$ cat src/rtl/seg7_pkg.sv
// Shared constants and types for the 7-segment display readback path.
// Segment patterns and digit selects are active-low, exactly as seen on the display bus.
package seg7_pkg;

  localparam logic [6:0] SEG_0     = 7'b0000001;
  localparam logic [6:0] SEG_1     = 7'b1001111;
  localparam logic [6:0] SEG_2     = 7'b0010010;
  localparam logic [6:0] SEG_3     = 7'b0000110;
  localparam logic [6:0] SEG_4     = 7'b1001100;
  localparam logic [6:0] SEG_5     = 7'b0100100;
  localparam logic [6:0] SEG_6     = 7'b0100000;
  localparam logic [6:0] SEG_7     = 7'b0001111;
  localparam logic [6:0] SEG_8     = 7'b0000000;
  localparam logic [6:0] SEG_9     = 7'b0000100;
  localparam logic [6:0] SEG_BLANK = 7'b1111111;

  localparam logic [2:0] DSEL_UNITS    = 3'b110;
  localparam logic [2:0] DSEL_TENS     = 3'b101;
  localparam logic [2:0] DSEL_HUNDREDS = 3'b011;
  localparam logic [2:0] DSEL_IDLE     = 3'b111;

  typedef enum logic [1:0] {WAIT_U, WAIT_D, WAIT_C} frame_state_t;

  // Three BCD digits to binary; every digit is 0..9 so 10 bits never overflow.
  function automatic logic [9:0] bcd3_to_bin(input logic [3:0] c,
                                             input logic [3:0] d,
                                             input logic [3:0] u);
    return 10'(c) * 10'd100 + 10'(d) * 10'd10 + 10'(u);
  endfunction

endpackage

$ cat src/rtl/seg7_to_bcd.sv
// Combinational decode of an active-low 7-segment pattern to a BCD digit.
// Anything that is not one of the ten digit glyphs (blank included) is flagged invalid.
module seg7_to_bcd
  import seg7_pkg::*;
(
  input  logic [6:0] seg,
  output logic [3:0] digit,
  output logic       valid
);

  // NOTE: both outputs get a default before the case so no latch is inferred.
  always_comb begin
    digit = 4'd0;
    valid = 1'b1;
    case (seg)
      SEG_0:   digit = 4'd0;
      SEG_1:   digit = 4'd1;
      SEG_2:   digit = 4'd2;
      SEG_3:   digit = 4'd3;
      SEG_4:   digit = 4'd4;
      SEG_5:   digit = 4'd5;
      SEG_6:   digit = 4'd6;
      SEG_7:   digit = 4'd7;
      SEG_8:   digit = 4'd8;
      SEG_9:   digit = 4'd9;
      default: valid = 1'b0;
    endcase
  end

endmodule

$ cat src/rtl/seg7_mux_readback.sv
// Snoops a multiplexed 3-digit 7-segment bus, filters refresh glitches and
// rebuilds the displayed value from a units -> tens -> hundreds frame.
module seg7_mux_readback
  import seg7_pkg::*;
#(
  parameter int unsigned STABLE_CYCLES  = 4,
  parameter int unsigned TIMEOUT_CYCLES = 150000
) (
  input  logic       clk,
  input  logic       rst,
  input  logic [6:0] seg_in,
  input  logic [2:0] digit_sel_in,
  output logic [9:0] value,
  output logic       value_valid,
  output logic       seg_err,
  output logic       frame_err,
  output logic       stale
);

  localparam int SW = $clog2(STABLE_CYCLES + 1);
  localparam int TW = $clog2(TIMEOUT_CYCLES + 1);

  logic [6:0]   seg_s1, seg_s2, seg_prev;
  logic [2:0]   sel_s1, sel_s2, sel_prev;
  logic [SW-1:0] stab_cnt;
  logic [TW-1:0] tmo_cnt;
  logic [3:0]   digit_u, digit_d;
  frame_state_t state;

  logic       sample_same, sel_valid, cap, publish;
  logic [3:0] pat_digit;
  logic       pat_valid;

  // NOTE: all sequential state uses non-blocking assignments so every flop samples pre-edge values.
  always_ff @(posedge clk or posedge rst) begin
    if (rst) begin
      seg_s1   <= SEG_BLANK;
      seg_s2   <= SEG_BLANK;
      seg_prev <= SEG_BLANK;
      sel_s1   <= DSEL_IDLE;
      sel_s2   <= DSEL_IDLE;
      sel_prev <= DSEL_IDLE;
    end else begin
      seg_s1   <= seg_in;
      seg_s2   <= seg_s1;
      seg_prev <= seg_s2;
      sel_s1   <= digit_sel_in;
      sel_s2   <= sel_s1;
      sel_prev <= sel_s2;
    end
  end

  assign sample_same = (seg_s2 == seg_prev) && (sel_s2 == sel_prev);
  assign sel_valid   = sel_s2 inside {DSEL_UNITS, DSEL_TENS, DSEL_HUNDREDS};

  always_ff @(posedge clk or posedge rst) begin
    if (rst)
      stab_cnt <= '0;
    else if (!sample_same)
      stab_cnt <= SW'(1);
    else if (stab_cnt != SW'(STABLE_CYCLES))
      stab_cnt <= stab_cnt + 1'b1;
  end

  // Strobe in the cycle whose edge moves the counter onto STABLE_CYCLES.
  assign cap = sample_same && (stab_cnt == SW'(STABLE_CYCLES - 1)) && sel_valid;

  seg7_to_bcd u_dec (
    .seg   (seg_s2),
    .digit (pat_digit),
    .valid (pat_valid)
  );

  assign publish = cap && pat_valid && (state == WAIT_C) && (sel_s2 == DSEL_HUNDREDS);

  always_ff @(posedge clk or posedge rst) begin
    if (rst) begin
      state       <= WAIT_U;
      digit_u     <= 4'd0;
      digit_d     <= 4'd0;
      value       <= 10'd0;
      value_valid <= 1'b0;
      seg_err     <= 1'b0;
      frame_err   <= 1'b0;
    end else begin
      value_valid <= 1'b0;
      seg_err     <= 1'b0;
      frame_err   <= 1'b0;
      if (cap) begin
        if (!pat_valid) begin
          seg_err <= 1'b1;
          state   <= WAIT_U;
        end else begin
          case (state)
            WAIT_U: begin
              // Tens/hundreds seen here just mean we joined mid-frame.
              if (sel_s2 == DSEL_UNITS) begin
                digit_u <= pat_digit;
                state   <= WAIT_D;
              end
            end
            WAIT_D: begin
              case (sel_s2)
                DSEL_UNITS: digit_u <= pat_digit;
                DSEL_TENS: begin
                  digit_d <= pat_digit;
                  state   <= WAIT_C;
                end
                default: begin
                  frame_err <= 1'b1;
                  state     <= WAIT_U;
                end
              endcase
            end
            WAIT_C: begin
              case (sel_s2)
                DSEL_HUNDREDS: begin
                  value       <= bcd3_to_bin(pat_digit, digit_d, digit_u);
                  value_valid <= 1'b1;
                  state       <= WAIT_U;
                end
                DSEL_UNITS: begin
                  frame_err <= 1'b1;
                  digit_u   <= pat_digit;
                  state     <= WAIT_D;
                end
                default: begin
                  frame_err <= 1'b1;
                  state     <= WAIT_U;
                end
              endcase
            end
            default: state <= WAIT_U;
          endcase
        end
      end
    end
  end

  always_ff @(posedge clk or posedge rst) begin
    if (rst)
      tmo_cnt <= '0;
    else if (publish)
      tmo_cnt <= '0;
    else if (tmo_cnt != TW'(TIMEOUT_CYCLES))
      tmo_cnt <= tmo_cnt + 1'b1;
  end

  // Clearing on publish makes stale fall in the same cycle value_valid rises.
  assign stale = (tmo_cnt == TW'(TIMEOUT_CYCLES));

endmodule

$ cat config.mk
export PLATFORM = sky130hd
export DESIGN_NAME = seg7_mux_readback
export DESIGN_NICKNAME = d
export VERILOG_FILES = /design/src/rtl/seg7_pkg.sv /design/src/rtl/seg7_to_bcd.sv /design/src/rtl/seg7_mux_readback.sv
export SDC_FILE = /design/constraint.sdc
export NUM_CORES = 1
export LEC_CHECK = 0
export BUFFER_PORTS_ARGS = -buffer_cell sky130_fd_sc_hd__buf_4
export CORE_UTILIZATION = 54
export CTS_CLUSTER_DIAMETER = 30
export CTS_CLUSTER_SIZE = 20
export DETAILED_ROUTE_END_ITERATION = 10
export PLACE_DENSITY = 0.72
export SLEW_MARGIN = 20
export SYNTH_ARGS = -nofsm -noshare
export SYNTH_HDL_FRONTEND = slang
export SYNTH_SLANG_ARGS = --single-unit
$ cat constraint.sdc
create_clock -name clk -period 4.5 [get_ports clk]
set_clock_uncertainty 0.05 [all_clocks]
set_input_delay 0.225 -clock clk [delete_from_list [all_inputs] [get_ports clk]]
set_output_delay 0.225 -clock clk [all_outputs]
set_load 0.03 [all_outputs]
After elaboration in Yosys (flattened, before gate mapping)
Index checks and enable logic that the tools add are counted.

Divide/modulo/power cells: 0. $lt $le $gt $ge: 0. Multipliers: 2. Shift-type cells: 0. Equality and inequality tests: 23. Reduce and logical (&&, ||, !) cells: 17. Bitwise operators: 0. Mux-type cells: 22. $add $sub $neg: 4.

Operators by type and width (number): $mux 18 (2); $pmux 4 s9 (1); $add 18x1->18 const B (1); $eq 18x18->1 const B (1); $ne 18x18->1 const B (1); $eq 7x3->1 const B (2); $eq 7x6->1 const B (2); $eq 7x7->1 const B (2); $mux 1 (12); $reduce_and 4->1 (3); $add 10x4->10 (1); $add 10x8->10 (1); $reduce_or 10->1 (1); $ne 3x3->1 const B (3); $mul 4x5->8 const B (1); $eq 7x1->1 const B (1); $eq 7x4->1 const B (1); $eq 7x5->1 const B (1); $eq 7x7->1 (1); $logic_not 7->1 (1); $mul 4x3->7 const B (1); $eq 3x2->1 const B (2); $eq 3x3->1 const B (2); $logic_and 1x1->1 (6); 16 further kinds (18).

Output and inout port bits: 14. Register bits after elaboration: 74. Latch bits: 0. Bits in writable memories: 0. Memories kept: 0. Bits in read-only memories: 0. Input port bits: 12.

Longest topological paths before layout
Depth after elaboration: 8. Depth in mapped cells: 18.

By module
A second synthesis with hierarchy kept.

Cells, all modules: 334. Area, all modules: 3893.7 µm².

Modules (own cells, without submodules): seg7_mux_readback (sequential area each 1889.3 µm², cells an instance 310, times used 1, area an instance 3711.1 µm²); seg7_to_bcd (sequential area each 0.0 µm², cells an instance 24, times used 1, area an instance 182.7 µm²).

Worst setup path before layout
Ideal clock, no wire load.

Kind: register -> register. From: register seg_s2[3]. To: register value[9]. Cell stages (with the launch flop): 18. Path buffers: 1. Period minus slack after synthesis: 3524 ps. Data arrival time: 3351 ps. Slack: 976 ps. Path through: dfstp_2 > buf_2 > xor2_1 > o21ai_0 > nand3b_1 > a21oi_1 > ha_1 > ha_1 > inv_1 > fa_1 > inv_1 > ha_1 > ha_1 > o21a_1 > nor2_1 > a21oi_1 > xnor2_1 > a21oi_1.

Word-level cells in the longest chain between the ends: 5.

Ends and longest elaborated chain: start: declaration (line seg7_mux_readback.sv:23) `logic [6:0] seg_s1, seg_s2, seg_prev;`; start signal: assignment (line seg7_mux_readback.sv:45) `seg_s2 <= seg_s1;`; $eq 7x3->1, or another cell as far along (line seg7_to_bcd.sv:15) `case (seg)`; $pmux 4 s9 (*) (line seg7_to_bcd.sv:15); via pat_digit[1] (line seg7_mux_readback.sv:31) `logic [3:0] pat_digit;`; $mul 4x5->8 (*) (line seg7_pkg.sv:28) `return 10'(c) * 10'd100 + 10'(d) * 10'd10 + 10'(u);`; $add 10x8->10 (*) (line seg7_pkg.sv:28); $add 10x4->10 (*) (line seg7_pkg.sv:28); end signal: assignment (line seg7_mux_readback.sv:118) `value <= bcd3_to_bin(pat_digit, digit_d, digit_u);`; end: declaration (line seg7_mux_readback.sv:13) `output logic [9:0] value,`.

Mark *: on every way through the listed nets, which the timed path passes. The rest lies on a longest branch. A chain may end at the register's enable or synchronous reset.

Worst setup path in the final report
Ends and elaborated chain as after synthesis.

==> run summary <==
Pleak: 2.08 nW
Core Rows: 30
Vias: 2498
Tcrit/Tclk final: 85.0%
H-tree depth: 3
Initial Util: 55.9%
CTS Buffer Depth: 2
PostCTS Resize Cnt: 0
Power Density: 301 nW/um2
Drt initial violations: 111
Layout area overhead: 16.1%
WL final: 6520 um
CTS tree: done
Nets: 432
Area of the core: 6830 um2
Total GRT Usage: 19.9%
Syn avg cell area: 11.2 um2
First-pass GRT wire length: 11100 um
Cell Area, Placed: 4100 um2
Initial antenna violation count: 0
Commonest non-fill, non-tap cell in the layout: dfrtp_1
Synth Register Bits: 74
Worst slew margin: 55.6%
Tot Pwr: 1.33 mW
Max-slew violation count: 0
Most frequent cells in the layout: dfrtp_1, nor2_1, ha_1, dfstp_2, buf_4
TritonRoute pass-1 iters: 4
Share of post-route cells with drive strength above 1: 24.2%
Final setup viols: 0
Crit. End Element: flip-flop
Worst EP arrival: 3.99 ns
Final Util: 64.9%
Top Ports: 26
Seq/Total Area, Yosys: 49.5%
Worst slew pin tran: 0.661 ns
Crit path launch type: flip-flop
Root buf cell: clkbuf_8
YS warnings: 0
Setup_tns: 0 ns
Post-CTS Setup Bufs: 0
Clk Latency, worst-skew pair: 0.35 ns
Netlist cell types: 44
Pin count of the biggest net entering global routing: 44
Width of the die: 86.1 um
IO buf count: 25
FILL cells: 550
Clock sink count: 74
Worst IR Drop VDD: 243 uV
Vias per inst: 5.16
Final Non-Filler Cells: 484
Max Cap Viol: 0
CTS Buf Count: 9
Status: finished clean
CP Class: reg -> reg
Post-Syn Area: 3820 um2
Post-route ant nets: 0
Detailed Place HPWL: 4470 um
Tmin final: 3.83 ns
Diodes inserted: 0
Post-Syn Nets: 390
CP max FO: 10
F_max: 0.261 GHz
DR WL/cell: 13.5 um
Final instance area: 4440 um2
GR Overflow Total: 0
DRC Markers: 0
Post-synthesis instance total: 341
CP required: 4.66 ns
Gpl congestion: 0.829
Fin. Hold Viols: 0
Placed cells: 457
Worst Hold Class: reg -> reg
Die extent in y: 86.1 um
Unrepaired setup endpoints after global routing: false
CTS clk-pin slew, worst paths: 0.09 ns
Total die area: 7410 um2
Number of global-route vias before repair: 2450
==> repair_timing <==
item                                    4_1_cts  5_1_grt
hold buffers                                 11        0
endpoints found under the hold margin        11        0
endpoints found under the setup margin        0        0
==> sequential cells by signal, summed over array words and instances, names as in the netlist <==
name / cells
digit_u: 4
sel_s2: 3
seg_err: 1
state: 2
tmo_cnt: 18
value_valid: 1
sel_s1: 3
seg_s1: 7
digit_d: 4
frame_err: 1
seg_prev: 7
sel_prev: 3
stab_cnt: 3
value: 10
seg_s2: 7
==> power by group <==
| part | internal [mW] | leakage, nW | switching, mW |
|---|---|---|---|
| clock | 0.300 | 0.115 | 0.269 |
| sequential | 0.690 | 0.911 | 0.0145 |
| combinational | 0.0304 | 1.05 | 0.0317 |
==> synthesized netlist by cell type, drive strengths merged <==
cell	n	area share (%)
mux2	16	4.7
clkbuf	1	0.098
nor4bb	2	0.52
or3b	1	0.23
nand4b	1	0.23
o21bai	1	0.20
dfrtp	44	29
ha	32	10
inv	24	2.4
a311oi	1	0.23
o21a	1	0.20
o21ai	9	1.2
nand2b	2	0.33
nand4	5	0.82
nor3b	1	0.20
and2	2	0.33
a31oi	1	0.16
mux2i	3	0.79
nor3	10	1.3
o221ai	2	0.46
a21oi	15	2.0
dfstp	30	21
buf	7	1.3
and4b	1	0.26
nand2	13	1.3
nand3b	2	0.39
and3b	1	0.23
nor2b	7	1.1
o211a	1	0.26
nor2	41	4.0
nand3	12	1.6
and4	1	0.23
or3	2	0.33
or4	2	0.49
xor2	14	3.2
and3	3	0.49
xnor2	24	5.7
fa	5	2.6
nor4b	1	0.23
==> layer usage <==
metal / vias up / global-route usage (%) / wire, um
met3: 6 / 4.91 / 148
met4: 0 / 8.94 / 81
met5: - / 0 / 0
met2: 38 / 32.3 / 3250
li1: 1239 / - / -
met1: 1215 / 25.2 / 3040
==> worst paths after layout <==
check / startpoint / to / slack [ns] / cells after the start
setup / recovery: seg_s2[3] / value[9] / 0.67 / 16
hold / removal: seg_s1[1] / seg_s2[1] / 0.30 / 0
setup reg to reg: seg_s2[3] / value[9] / 0.67 / 16
hold reg to reg: seg_s1[1] / seg_s2[1] / 0.30 / 0
max in group asynchronous: rst / stab_cnt[0] / 2.97 / 4
min in group asynchronous: rst / value[0] / 0.46 / 3
==> kinds of logic (layout without fill, tap and decap cells) <==
group           count (synthesis)  after routing  share of synthesized area, %
simple gates                  110            110                          14.6
buf+inv                        32             79                          3.73
mux                            19             19                          5.50
fa+ha+maj                      37             37                          13.1
compound gates                 31             31                          4.65
xor+xnor                       38             38                          8.91
flops                          74             74                          49.5
==> critical path: stages (launching register included) <==
cell	delay [ns]
dfstp_2	0.64
xor2_1	0.09
o21ai_0	0.16
nand3b_1	0.09
a21oi_1	0.44
ha_1	0.34
ha_1	0.21
inv_1	0.07
fa_1	0.41
inv_1	0.07
ha_1	0.23
ha_1	0.34
o21a_1	0.18
nor2_1	0.08
a21oi_1	0.06
xnor2_1	0.17
a21oi_1	0.08
==> metrics by stage <==
stage	hold WS, ns	setup slack [ns]
after global routing	0.301	0.426
after floorplan	0.179	0.976
after global placement	0.281	0.840
after detailed placement	0.284	0.724
final	0.300	0.674
after CTS	0.304	0.671
==> final cells by class <==
class / instances / area [um2] / share of cell area (%)
multi-input combinational: 235 / 1790 / 40.4
clock buffer: 10 / 149 / 3.36
clock inverter: 6 / 73.8 / 1.66
timing repair buffer: 39 / 320 / 7.22
sequential: 74 / 1890 / 42.6
tap: 96 / 120 / 2.71
inverter: 24 / 90.1 / 2.03
No activity file was read; power rests on OpenSTA's default activity.
